$ cat src/rtl/countdown_pkg.sv
// Shared types and BCD helpers for the MM:SS countdown timer.
package countdown_pkg;

    typedef enum logic [1:0] {
        IDLE  = 2'd0,
        RUN   = 2'd1,
        PAUSE = 2'd2,
        ALARM = 2'd3
    } state_t;

    localparam logic [3:0] BCD_MAX      = 4'd9;
    localparam logic [3:0] SEC_TENS_MAX = 4'd5;

    // Per-digit ceiling, least significant digit (sec ones) in [3:0].
    localparam logic [15:0] DIGIT_MAX = {BCD_MAX, BCD_MAX, SEC_TENS_MAX, BCD_MAX};

    function automatic logic [15:0] bcd_clamp16(input logic [15:0] value);
        logic [15:0] res;
        res = '0;
        for (int i = 0; i < 4; i++) begin
            res[i*4 +: 4] = (value[i*4 +: 4] > DIGIT_MAX[i*4 +: 4]) ?
                            DIGIT_MAX[i*4 +: 4] : value[i*4 +: 4];
        end
        return res;
    endfunction

endpackage

$ cat src/rtl/countdown_timer_if.sv
// Control/status bundle between the button logic, the countdown timer and the display mux.
interface countdown_timer_if;
    logic        load;
    logic [15:0] load_value;
    logic        start_stop;
    logic [15:0] digits;
    logic        running;
    logic        alarm;
    logic        done;

    modport master (
        output load, load_value, start_stop,
        input  digits, running, alarm, done
    );

    modport slave (
        input  load, load_value, start_stop,
        output digits, running, alarm, done
    );
endinterface

$ cat src/rtl/bcd_digit_down.sv
// One BCD digit of a borrow-chained decrementer; wraps 0 to max when borrowing.
module bcd_digit_down (
    input  logic [3:0] digit,
    input  logic [3:0] max,
    input  logic       borrow_in,
    output logic [3:0] next_digit,
    output logic       borrow_out
);
    assign borrow_out = borrow_in && (digit == 4'd0);
    assign next_digit = !borrow_in      ? digit :
                        (digit == 4'd0) ? max   : digit - 4'd1;
endmodule

$ cat src/rtl/countdown_timer.sv
// BCD MM:SS countdown timer with IDLE/RUN/PAUSE/ALARM control.
// Define COUNTDOWN_AUTORELOAD_EN to restart from the last loaded value instead of alarming.
module countdown_timer
    import countdown_pkg::*;
#(
    parameter  int CLK_DIV = 50_000_000,
    localparam int PW      = $clog2(CLK_DIV)
) (
    input  logic              clk,
    input  logic              reset,
    countdown_timer_if.slave  bus
);

    state_t         state;
    logic [PW-1:0]  prescaler;
    logic [15:0]    digits_q;
    logic           done_q;
    logic [15:0]    stepped;
    logic [4:0]     borrow;
    logic           tick;
    logic           reach_zero;

    assign tick = (state == RUN) && (prescaler == PW'(CLK_DIV - 1));

    assign borrow[0] = 1'b1;
    for (genvar g = 0; g < 4; g++) begin : g_dig
        bcd_digit_down u_dig (
            .digit      (digits_q[g*4 +: 4]),
            .max        (DIGIT_MAX[g*4 +: 4]),
            .borrow_in  (borrow[g]),
            .next_digit (stepped[g*4 +: 4]),
            .borrow_out (borrow[g+1])
        );
    end

    // A borrow out of the top digit would mean stepping from 0000; treat it as terminal too.
    assign reach_zero = (stepped == 16'h0000) || borrow[4];

`ifdef COUNTDOWN_AUTORELOAD_EN
    logic [15:0] reload_q;

    always_ff @(posedge clk or negedge reset) begin
        if (!reset)
            reload_q <= '0;
        else if (bus.load && state != RUN)
            reload_q <= bcd_clamp16(bus.load_value);
    end
`endif

    always_ff @(posedge clk or negedge reset) begin
        if (!reset) begin
            state     <= IDLE;
            prescaler <= '0;
            digits_q  <= '0;
            done_q    <= 1'b0;
        end else begin
            done_q <= 1'b0;
            if (bus.load && state != RUN) begin
                digits_q  <= bcd_clamp16(bus.load_value);
                prescaler <= '0;
                state     <= IDLE;
            end else if (bus.start_stop) begin
                // Prescaler is untouched here so a pause/resume keeps its phase.
                case (state)
                    IDLE:    if (digits_q != 16'h0000) state <= RUN;
                    RUN:     state <= PAUSE;
                    PAUSE:   state <= RUN;
                    ALARM:   state <= IDLE;
                    default: state <= IDLE;
                endcase
            end else if (state == RUN) begin
                if (tick) begin
                    prescaler <= '0;
                    if (reach_zero) begin
                        done_q <= 1'b1;
`ifdef COUNTDOWN_AUTORELOAD_EN
                        if (reload_q != 16'h0000) begin
                            digits_q <= reload_q;
                        end else begin
                            digits_q <= '0;
                            state    <= ALARM;
                        end
`else
                        digits_q <= '0;
                        state    <= ALARM;
`endif
                    end else begin
                        digits_q <= stepped;
                    end
                end else begin
                    prescaler <= prescaler + 1'b1;
                end
            end
        end
    end

    assign bus.digits  = digits_q;
    assign bus.running = (state == RUN);
    assign bus.alarm   = (state == ALARM);
    assign bus.done    = done_q;

endmodule

$ cat src/flat_wrapper.sv
// flat-port wrapper written by rule: the top's interface ports become plain ports
module countdown_timer_flat import countdown_pkg::*;
#(
    parameter  int CLK_DIV = 50_000_000,
    localparam int PW      = $clog2(CLK_DIV)
)
  (clk, reset, bus_load, bus_load_value, bus_start_stop, bus_digits, bus_running, bus_alarm, bus_done);
  countdown_timer_if bus_i ();
  input  logic clk;
  input  logic reset;
  input wire logic [$bits(bus_i.load)-1:0] bus_load;
  input wire logic [$bits(bus_i.load_value)-1:0] bus_load_value;
  input wire logic [$bits(bus_i.start_stop)-1:0] bus_start_stop;
  output wire logic [$bits(bus_i.digits)-1:0] bus_digits;
  output wire logic [$bits(bus_i.running)-1:0] bus_running;
  output wire logic [$bits(bus_i.alarm)-1:0] bus_alarm;
  output wire logic [$bits(bus_i.done)-1:0] bus_done;
  assign bus_i.load = bus_load;
  assign bus_i.load_value = bus_load_value;
  assign bus_i.start_stop = bus_start_stop;
  assign bus_digits = bus_i.digits;
  assign bus_running = bus_i.running;
  assign bus_alarm = bus_i.alarm;
  assign bus_done = bus_i.done;
  countdown_timer #(.CLK_DIV(CLK_DIV)) u_core (.clk(clk), .reset(reset), .bus(bus_i));
endmodule
$ cat config.mk
export PLATFORM = sky130hd
export DESIGN_NAME = countdown_timer_flat
export DESIGN_NICKNAME = d
export VERILOG_FILES = /design/src/rtl/countdown_pkg.sv /design/src/rtl/countdown_timer_if.sv /design/src/rtl/bcd_digit_down.sv /design/src/rtl/countdown_timer.sv /design/src/flat_wrapper.sv
export SDC_FILE = /design/constraint.sdc
export NUM_CORES = 1
export LEC_CHECK = 0
export CAP_MARGIN = 20
export CORE_ASPECT_RATIO = 0.75
export CORE_MARGIN = 3
export CORE_UTILIZATION = 50
export CTS_CLUSTER_DIAMETER = 30
export CTS_CLUSTER_SIZE = 16
export DETAILED_ROUTE_END_ITERATION = 8
export HOLD_SLACK_MARGIN = 0.12
export PLACE_DENSITY = 0.76
export SETUP_SLACK_MARGIN = 0.1
export SYNTH_ARGS = -nofsm -noshare
export SYNTH_HDL_FRONTEND = slang
export SYNTH_HIERARCHICAL = 1
export SYNTH_SLANG_ARGS = --single-unit
$ cat constraint.sdc
create_clock -name clk -period 3.2 [get_ports clk]
set_input_delay 0.64 -clock clk [delete_from_list [all_inputs] [get_ports clk]]
set_output_delay 0.64 -clock clk [all_outputs]
set_load 0.005 [all_outputs]
==> metrics.md <==
| Metric | Value |
|---|---|
| Yosys Warn Count | `6` |
| Crit path cell chain | `inv_2 -> ha_4 -> nor3b_4 -> and2_4 -> and2_4 -> buf_4 -> nand2_1 -> nand2_1 -> o21ai_0 -> nor4_1 -> a41o_1 -> nand3_1 -> a31oi_1 -> mux2_2` |
| Final Critical Period | `2.96 ns` |
| Htree depth | `2` |
| EDFF count, synth | `0` |
| Critical R2R Capture | `u_core/state[1]` |
| Die Area | `0.00742 mm2` |
| Status | `completed` |
| Pre-Repair DR Iteration Count | `5` |
| Slew HR | `51.4%` |
| Number of inserted diodes | `0` |
| Vias per std cell | `6.04` |
| Worst Path Max Fanout | `8` |
| Vias | `3105` |
| Non-filler cells in the finished layout | `514` |
| Worst-path clk slew | `0.09 ns` |
| Routability Congestion | `0.889` |
| Max incr delay on CP | `0.39 ns` |
| Critical path capture point type | `flop` |
| Initial antenna violation count | `0` |
| Worst EP arrival | `3.15 ns` |
| Max-cap check violation count | `0` |
| Worst-case reg-to-reg path depth | `14` |
| Setup Viol. Count Final | `0` |
| Startpoint Class | `flop` |
| Clk_lat worst skew | `0.31 ns` |
| Final #Nets | `460` |
| Setup Crit Path Kind | `flop to flop` |
| Global-route met1 utilization | `33.4%` |
| Total power | `2.85 mW` |
| Post-route ant nets | `0` |
| Dpl cells | `495` |
| Vias in the first global route | `2809` |
| Crit path max-delay family | `simple AND/OR/NAND/NOR gates` |
| Final-report hold violation count | `0` |
| Die X-Extent | `98.5 um` |
| TritonCTS buffer count | `5` |
| Post-synthesis register bit count | `45` |
| Post-synthesis cell count | `363` |
| Most common cell after layout, fill and taps aside | `dfrtp_1` |
| Worst path bufs/invs | `2` |
| CTS max path bufs | `2` |
| Core area | `0.00601 mm2` |
| Met2 GRT Util | `35.8%` |
| Io pins | `39` |
| TritonCTS Sinks | `45` |
| Gr ovfl total | `0` |
| Commonest cells after routing, fill and taps aside | `dfrtp_1 (45), clkdlybuf4s50_1 (37), nand2_1 (37)` |
| # hold bufs at CTS | `0` |
| Avg WL per Cell | `16.6 um` |
| RR Startpoint | `u_core/bus.digits[1]` |
| Die Height | `75.3 um` |
| Worst Slack Setup Final | `0.243 ns` |
| Routed WL | `8550 um` |
| Post-synth cell types | `52` |
| Slew @ Worst Pin | `0.723 ns` |
| Wire length of the first global-routing pass | `13600 um` |
| WP data required | `3.39 ns` |
| Main synth FF type | `dfrtp_1` |
| 1st-iter DRT viols | `233` |
| Leak | `1.70 nW` |
| CTS Root Cell | `clkbuf_8` |
| Final core utilization | `66.9%` |
| Syn Area/Cell | `8.83 um2` |
| RSZ-0062 raised after global routing | `no` |
| R2r setup slk | `0.24 ns` |
| GRT Overall Usage | `22.8%` |
| Worst path slowest cell | `dfrtp_1` |
| Pre-CTS setup slack | `0.0784 ns` |
| Register area share after synthesis | `35.1%` |
| Clk_skew | `0.0151 ns` |
| Setup_tns | `0 ns` |
| Buffers on Ports | `38` |
| DRC viols | `0` |
| Upper clock frequency limit | `0.338 GHz` |
| GR peak layer | `met2` |
| Worst Hold Class | `primary input to asynchronous set/reset pin` |
| CTS tree | `built` |
| Mapped Area | `0.00321 mm2` |
| Final Max Tran Viols | `0` |
| Post-synth ARST share | `100%` |
| Initial Util | `53.4%` |
| Layout cells sized above 1 | `18.6%` |
| Area Overhead vs Synth | `25.3%` |
| Grt met3 use | `3.48%` |
| Power per cell area | `710 mW/mm2` |
| Maximum vdd ir drop | `0.431 mV` |
| Site row count | `24` |
| Fill cell count | `486` |
| Final period util | `92.4%` |
| Largest net degree at the start of global routing | `46` |
| Detailed Place HPWL | `6080 um` |
cell families after synthesis:
logic type | after synthesis | share of synthesized area (%)
adders and majority gates | 5 | 1.95
and+or+nand+nor | 164 | 30.2
xor gates and xnor gates | 10 | 2.73
other | 2 | 0.234
buffers and inverters | 29 | 4.88
muxes | 21 | 7.18
DFF | 45 | 35.1
AOI/OAI and AO/OA | 87 | 17.7
worst max-delay path by stage:
stage / endpoint / depth (start not counted) / slack, ns / startpoint
2_1_floorplan: u_core/bus.digits[9] / 17 / 0.06 / u_core/bus.digits[0]
3_3_place_gp: u_core/bus.digits[1] / 14 / 0.21 / u_core/bus.digits[1]
3_5_place_dp: u_core/bus.digits[2] / 15 / 0.08 / u_core/bus.digits[1]
4_1_cts: u_core/bus.digits[2] / 15 / 0.12 / u_core/bus.digits[0]
5_1_grt: u_core/bus.digits[2] / 14 / 0.10 / u_core/bus.digits[1]
6_report: u_core/state[1] / 14 / 0.24 / u_core/bus.digits[1]
layout make-up:
class / instances / area [um2] / share of cell area, %
multi-input cells: 304 / 2030 / 50.6
flip-flops and latches: 45 / 1130 / 28.0
repair buffers: 63 / 583 / 14.5
well taps: 78 / 97.6 / 2.43
clock buffers: 7 / 86.3 / 2.15
inverters: 16 / 60.1 / 1.49
clock inverters: 1 / 30.0 / 0.747
per-stage QoR:
step	area, um2	hold slack, ns
final	4020	0.290
after global routing	4020	0.314
after CTS	3900	0.512
after detailed placement	3760	0.499
after global placement	3760	0.490
after floorplan	3290	0.344
synth_stat cells, types with 3 or more instances:
cell	count	share of area (%)
dfrtp_1	45	35
nand2_1	37	4.3
nor2_1	25	2.9
a21oi_1	24	3.7
o21ai_0	20	3.1
nor3_1	18	2.8
inv_1	16	1.9
mux2_2	16	5.6
a31oi_1	15	2.9
nand3_1	13	2.0
and3_1	10	2.0
nor4_1	10	2.0
nand4_1	9	1.8
xor2_1	8	2.2
a22o_1	7	1.9
nand2b_1	6	1.2
and2_1	5	0.98
buf_6	5	1.8
ha_1	5	2.0
mux2i_1	5	1.6
and2_2	4	0.94
and2b_2	4	1.1
clkbuf_1	4	0.47
nor3b_4	4	2.3
o211ai_1	4	0.94
o221ai_1	4	1.1
or3b_1	4	1.1
o31ai_1	3	0.70
registers in the layout (all words and copies together), names as in the netlist:
register,flops
u_core/prescaler,26
u_core/bus.done,1
u_core/state,2
u_core/bus.digits,16
power by group:
| group | leakage [nW] | internal (mW) | switching (mW) |
|---|---|---|---|
| Sequential | 0.604 | 0.674 | 0.162 |
| Combinational | 1.04 | 0.807 | 0.755 |
| Clock | 0.0585 | 0.255 | 0.200 |
repair_timing:
action	4_1_cts	5_1_grt
setup buffers	3	7
endpoints found under the setup margin	5	15
pin swaps	2	5
gates resized for setup	1	11
per-layer routing:
| layer | part of all wire (%) | vias up |
|---|---|---|
| met5 | 0 | - |
| met4 | 1.4 | 0 |
| met3 | 7.2 | 18 |
| met2 | 43 | 120 |
| met1 | 48 | 1498 |
| li1 | - | 1469 |
(Power assumes the default switching activity.)
==> edit 1: new RTL, config.mk and constraints unchanged <==
`CLK_DIV` is set to 50_000_000 in 2 places; all go to 25_000_000.
--- a/src/rtl/countdown_timer.sv
+++ b/src/rtl/countdown_timer.sv
@@ -5,3 +5,3 @@
 #(
-    parameter  int CLK_DIV = 50_000_000,
+    parameter  int CLK_DIV = 25_000_000,
     localparam int PW      = $clog2(CLK_DIV)
--- a/src/flat_wrapper.sv
+++ b/src/flat_wrapper.sv
@@ -3,3 +3,3 @@
 #(
-    parameter  int CLK_DIV = 50_000_000,
+    parameter  int CLK_DIV = 25_000_000,
     localparam int PW      = $clog2(CLK_DIV)
Behaviour: same outputs for any inputs over 10 cycles, from zero or initial values and one cycle with reset low; that may be too few to reach the edited logic, so the function may still have changed.
==> edit 1 against the unedited design <==
- area after synthesis decreased by 4.8%
- design area shrank 3.3%
- sequential share of layout area is 0.31 points higher
- critical path depth grew 1
- utilization grew 2.3 points
- worst setup slack got worse by 0.13 ns
- sequential cell count decreased by 1
- wire length up 1.4%
- critical path type unchanged
- largest cell class unchanged
- highest routed layer unchanged
Power is not compared: it rests on default switching activity, and its combinational part moved more than twofold at a synthesized area within 25%.
==> edit 1: results (changes against the unedited design) <==
[route]
drtIter0Drc=253  ; +8.6%
num_vias=3063  ; -1.4%
met3RoutedLength_um=783  ; +27%
routedWlPerCell_um=17.4  ; +4.5%
highest_layer=met4
wl_met2_mm=3.75  ; +1.3%
met1_length_mm=4.04  ; -1.8%

[power]
switching_share_pct=30.8
pwr-share-seq_pct=37.6
p_seq_uw=690
ir_worst_vdd_v=0.000264

[finish]
largest_reg_flops=25  ; -3.8%
nFillCells=439  ; -9.7%
drive_gt1_share_pct=14.2  ; -4.4 points
num-nonclk-buffers=59  ; -6.3%
multi_input_area_share_pct=50.0  ; -0.65 points
nets=448  ; -2.6%
seq-cell-share_pct=28.3  ; +0.31 points
regMostFlops=u_core/prescaler
multi_input_cells=299  ; -1.6%
inv_count=14  ; -2
n_antenna_cell=0  ; unchanged
final-clk-cell-share_pct=4.09  ; +1.2 points
buf_share_pct=13.8  ; -0.70 points

[synth]
yosysSeqAreaShare_pct=36.1  ; +0.97 points
ys_warn_count=6  ; unchanged
synth.distinct_cells=51  ; -1.9%
synth_common_cells=nor2_1, dfrtp_1, nand2_1
ys_ff_latch=44  ; -2.2%
netlist_top_cells_area=dfrtp_1, nor2_1, nand2_1

[setup_path]
reg2regPathDepth=15  ; +1
cp_max_fo=9  ; +1
worstPathArrival_ns=3.28  ; +0.13 ns
reg2reg_slack_ns=0.11  ; -0.13 ns
r2r-end=u_core/bus.digits[9]
r2r-start=u_core/bus.digits[1]

[global_routing]
use_met2_pct=36.1  ; +0.31 points
grtUsageMet3_pct=4.50  ; +1.0 points
grt_pass1_vias=2725  ; -3.0%
antenna_found_initial=0  ; unchanged
groute.usage.overall_pct=25.2  ; +2.4 points
grt_pass1_wl_mm=13.8  ; +1.4%
grtUsageMet1_pct=39.4  ; +5.9 points
grt_max_degree=45  ; -2.2%

[clock_network]
numCtsBuffers=5  ; unchanged
clock_tree.root_cell=clkbuf_8
clockBufferDepth=2  ; unchanged
cts_resized=2  ; +1
htree_levels=2  ; unchanged
post_cts_buffers=2  ; -1

[timing]
drv_slew=0  ; unchanged
relSlewSlack_pct=32.3  ; -19 points
fin_skew_ns=0.00843  ; -0.00667 ns
hold_viol_final=0  ; unchanged
fin_hold_ws_ns=0.511  ; +0.221 ns

[place]
dp_hpwl_mm=6.15  ; +1.1%
gp_congestion=0.871  ; -2.0%

[outcome]
outcome=complete, no violations

[edit 1: critical path: stages, from the launching register on]
cell and delay (ns):
dfrtp_1 0.38, inv_2 0.06, ha_4 0.17, nor3b_4 0.15, and2_2 0.20, and2_4 0.17
and2_4 0.16, buf_4 0.15, nand2b_1 0.10, o221ai_2 0.13, nor4_2 0.34, nand4_1 0.18
nor3b_4 0.22, buf_6 0.18, a221oi_1 0.32, nor2_1 0.07
[edit 1: worst max path at each step]
stage          depth (start not counted)  slack (ns)            startpoint                     to
2_1_floorplan                         17        0.14  u_core/bus.digits[0]  u_core/bus.digits[10]
3_3_place_gp                          15        0.20  u_core/bus.digits[0]  u_core/bus.digits[13]
3_5_place_dp                          14        0.10  u_core/bus.digits[1]   u_core/bus.digits[1]
4_1_cts                               15        0.13  u_core/bus.digits[1]   u_core/bus.digits[1]
5_1_grt                               15       -0.02  u_core/bus.digits[1]  u_core/bus.digits[14]
6_report                              15        0.11  u_core/bus.digits[1]   u_core/bus.digits[9]
[edit 1: kinds of logic (layout without fill, tap and decap cells)]
group | count (synthesis) | after routing | share of synthesized area (%)
AND/OR/NAND/NOR | 175 | 175 | 32.5
AO/OA/AOI/OAI | 84 | 84 | 18.9
flip-flops | 44 | 44 | 36.1
buffers and inverters | 28 | 81 | 4.76
XOR/XNOR | 11 | 11 | 3.16
multiplexers | 7 | 7 | 2.30
adder cells (fa/ha/maj) | 5 | 5 | 2.05
other | 2 | 17 | 0.246
[edit 1: per-stage QoR]
stage	instance area [um^2]	cells	setup WS [ns]	utilization, %
5_1_grt	3880	499	-0.0231	69.2
6_report	3880	499	0.110	69.2
3_3_place_gp	3600	485	0.195	64.2
3_5_place_dp	3600	485	0.102	64.2
2_1_floorplan	3110	371	0.138	-
4_1_cts	3780	495	0.133	67.4
==> edit 2: new RTL, config.mk and constraints unchanged <==
Without the edit above. The 4 states of `state_t` get a Gray code encoding in 2 bits.
--- a/src/rtl/countdown_pkg.sv
+++ b/src/rtl/countdown_pkg.sv
@@ -4,6 +4,6 @@
     typedef enum logic [1:0] {
-        IDLE  = 2'd0,
-        RUN   = 2'd1,
-        PAUSE = 2'd2,
-        ALARM = 2'd3
+        IDLE  = 2'b00,
+        RUN   = 2'b01,
+        PAUSE = 2'b11,
+        ALARM = 2'b10
     } state_t;
Behaviour: same outputs for any inputs over 10 cycles, from zero or initial values and one cycle with reset low; not proved beyond that.
==> edit 2 against the unedited design <==
- area after synthesis is 3.9% lower
- synthesized cell count increased by 0.55%
- design area down 5.7%
- sequential cell count unchanged
- worst setup slack better by 0.035 ns
- clock power about the same
- critical path type unchanged
- wire length is 8.7% lower
- power shrank 12%
==> edit 2: results (changes against the unedited design) <==
[setup_path]
worstPathArrival_ns=3.11  ; -0.04 ns
reg2reg_slack_ns=0.28  ; +0.04 ns
cp-endpoint=u_core/state[0]
cp_slowest_stage_delay_ns=0.43  ; +0.04 ns

[power]
ir_worst_vdd_v=0.000318  ; -26%
p_leak_nw=1.55  ; -8.6%

[timing]
fin_skew_ns=0.0118  ; -0.00330 ns
tightest_slew_ns=0.643  ; -0.0802 ns

[finish]
drive_gt1_share_pct=11.1  ; -7.5 points
fin_cells=502  ; -2.3%

[place]
gp_congestion=0.910  ; +2.4%
dpl.cell_count=489  ; -1.2%
placed_cell_area_um2=3580  ; -4.8%
place_ws_ns=0.118  ; +0.0393 ns

[global_routing]
grt_pass1_vias=2623  ; -6.6%
groute.usage.overall_pct=22.2  ; -0.58 points
grt_pass1_wl_mm=13.0  ; -4.3%

[route]
drtIter0Drc=245  ; +5.2%
first_pass_iters=7  ; +2
num_vias=2946  ; -5.1%
routedWlPerCell_um=15.5  ; -6.6%

[clock_network]
post_cts_buffers=0  ; -3

[outcome]
outcome=complete, no violations

[synth]
netlist_top_cells_area=dfrtp_1, nor2_1, a21oi_1
yosysSeqAreaShare_pct=36.6  ; +1.4 points
synth_common_cells=nor2_1, dfrtp_1, a21oi_1
synth.distinct_cells=53  ; +1.9%

## edit 2: how the worst min path moves through the flow
| stage | slack, ns | cells past startpoint | end |
|---|---|---|---|
| after floorplan | 0.34 | 0 | u_core/bus.digits[0] |
| after CTS | 0.49 | 1 | u_core/prescaler[25] |
| after detailed placement | 0.48 | 1 | u_core/prescaler[25] |
| after global routing | 0.33 | 1 | u_core/prescaler[17] |
| final | 0.31 | 1 | u_core/prescaler[17] |
| after global placement | 0.46 | 1 | u_core/prescaler[25] |
## edit 2: cell families (layout without fill, tap and decap cells)
group / count (synthesis) / in the layout / share of synthesized area, %
AOI/OAI and AO/OA: 75 / 75 / 14.8
xor gates and xnor gates: 21 / 21 / 5.97
adders and majority gates: 5 / 5 / 2.03
buffers and inverters: 34 / 78 / 5.61
DFF: 45 / 45 / 36.6
muxes: 5 / 5 / 1.67
other: 2 / 17 / 0.244
and+or+nand+nor: 178 / 178 / 33.1
## edit 2: routing by layer
layer / up-vias / part of all wire (%) / GRT usage (%)
met5: - / 0 / 0
met3: 10 / 6.2 / 5.53
met1: 1407 / 48 / 33.0
met2: 106 / 44 / 33.7
met4: 0 / 0.95 / 3.43
li1: 1423 / - / -
## edit 2: final cells by class
type	instances	area, um^2	area share (%)
Inverter	19	71.3	1.88
Timing Repair Buffer	51	505	13.3
Tap cell	78	97.6	2.58
Clock buffer	6	82.6	2.18
Clock inverter	2	37.5	0.990
Sequential cell	45	1130	29.7
Multi-Input combinational cell	301	1870	49.3
## edit 2: power breakdown
group / switching (mW) / leakage [nW] / internal (mW) / total [mW]
logic: 0.574 / 0.916 / 0.567 / 1.14
registers: 0.236 / 0.578 / 0.683 / 0.919
clock network: 0.201 / 0.0574 / 0.254 / 0.455
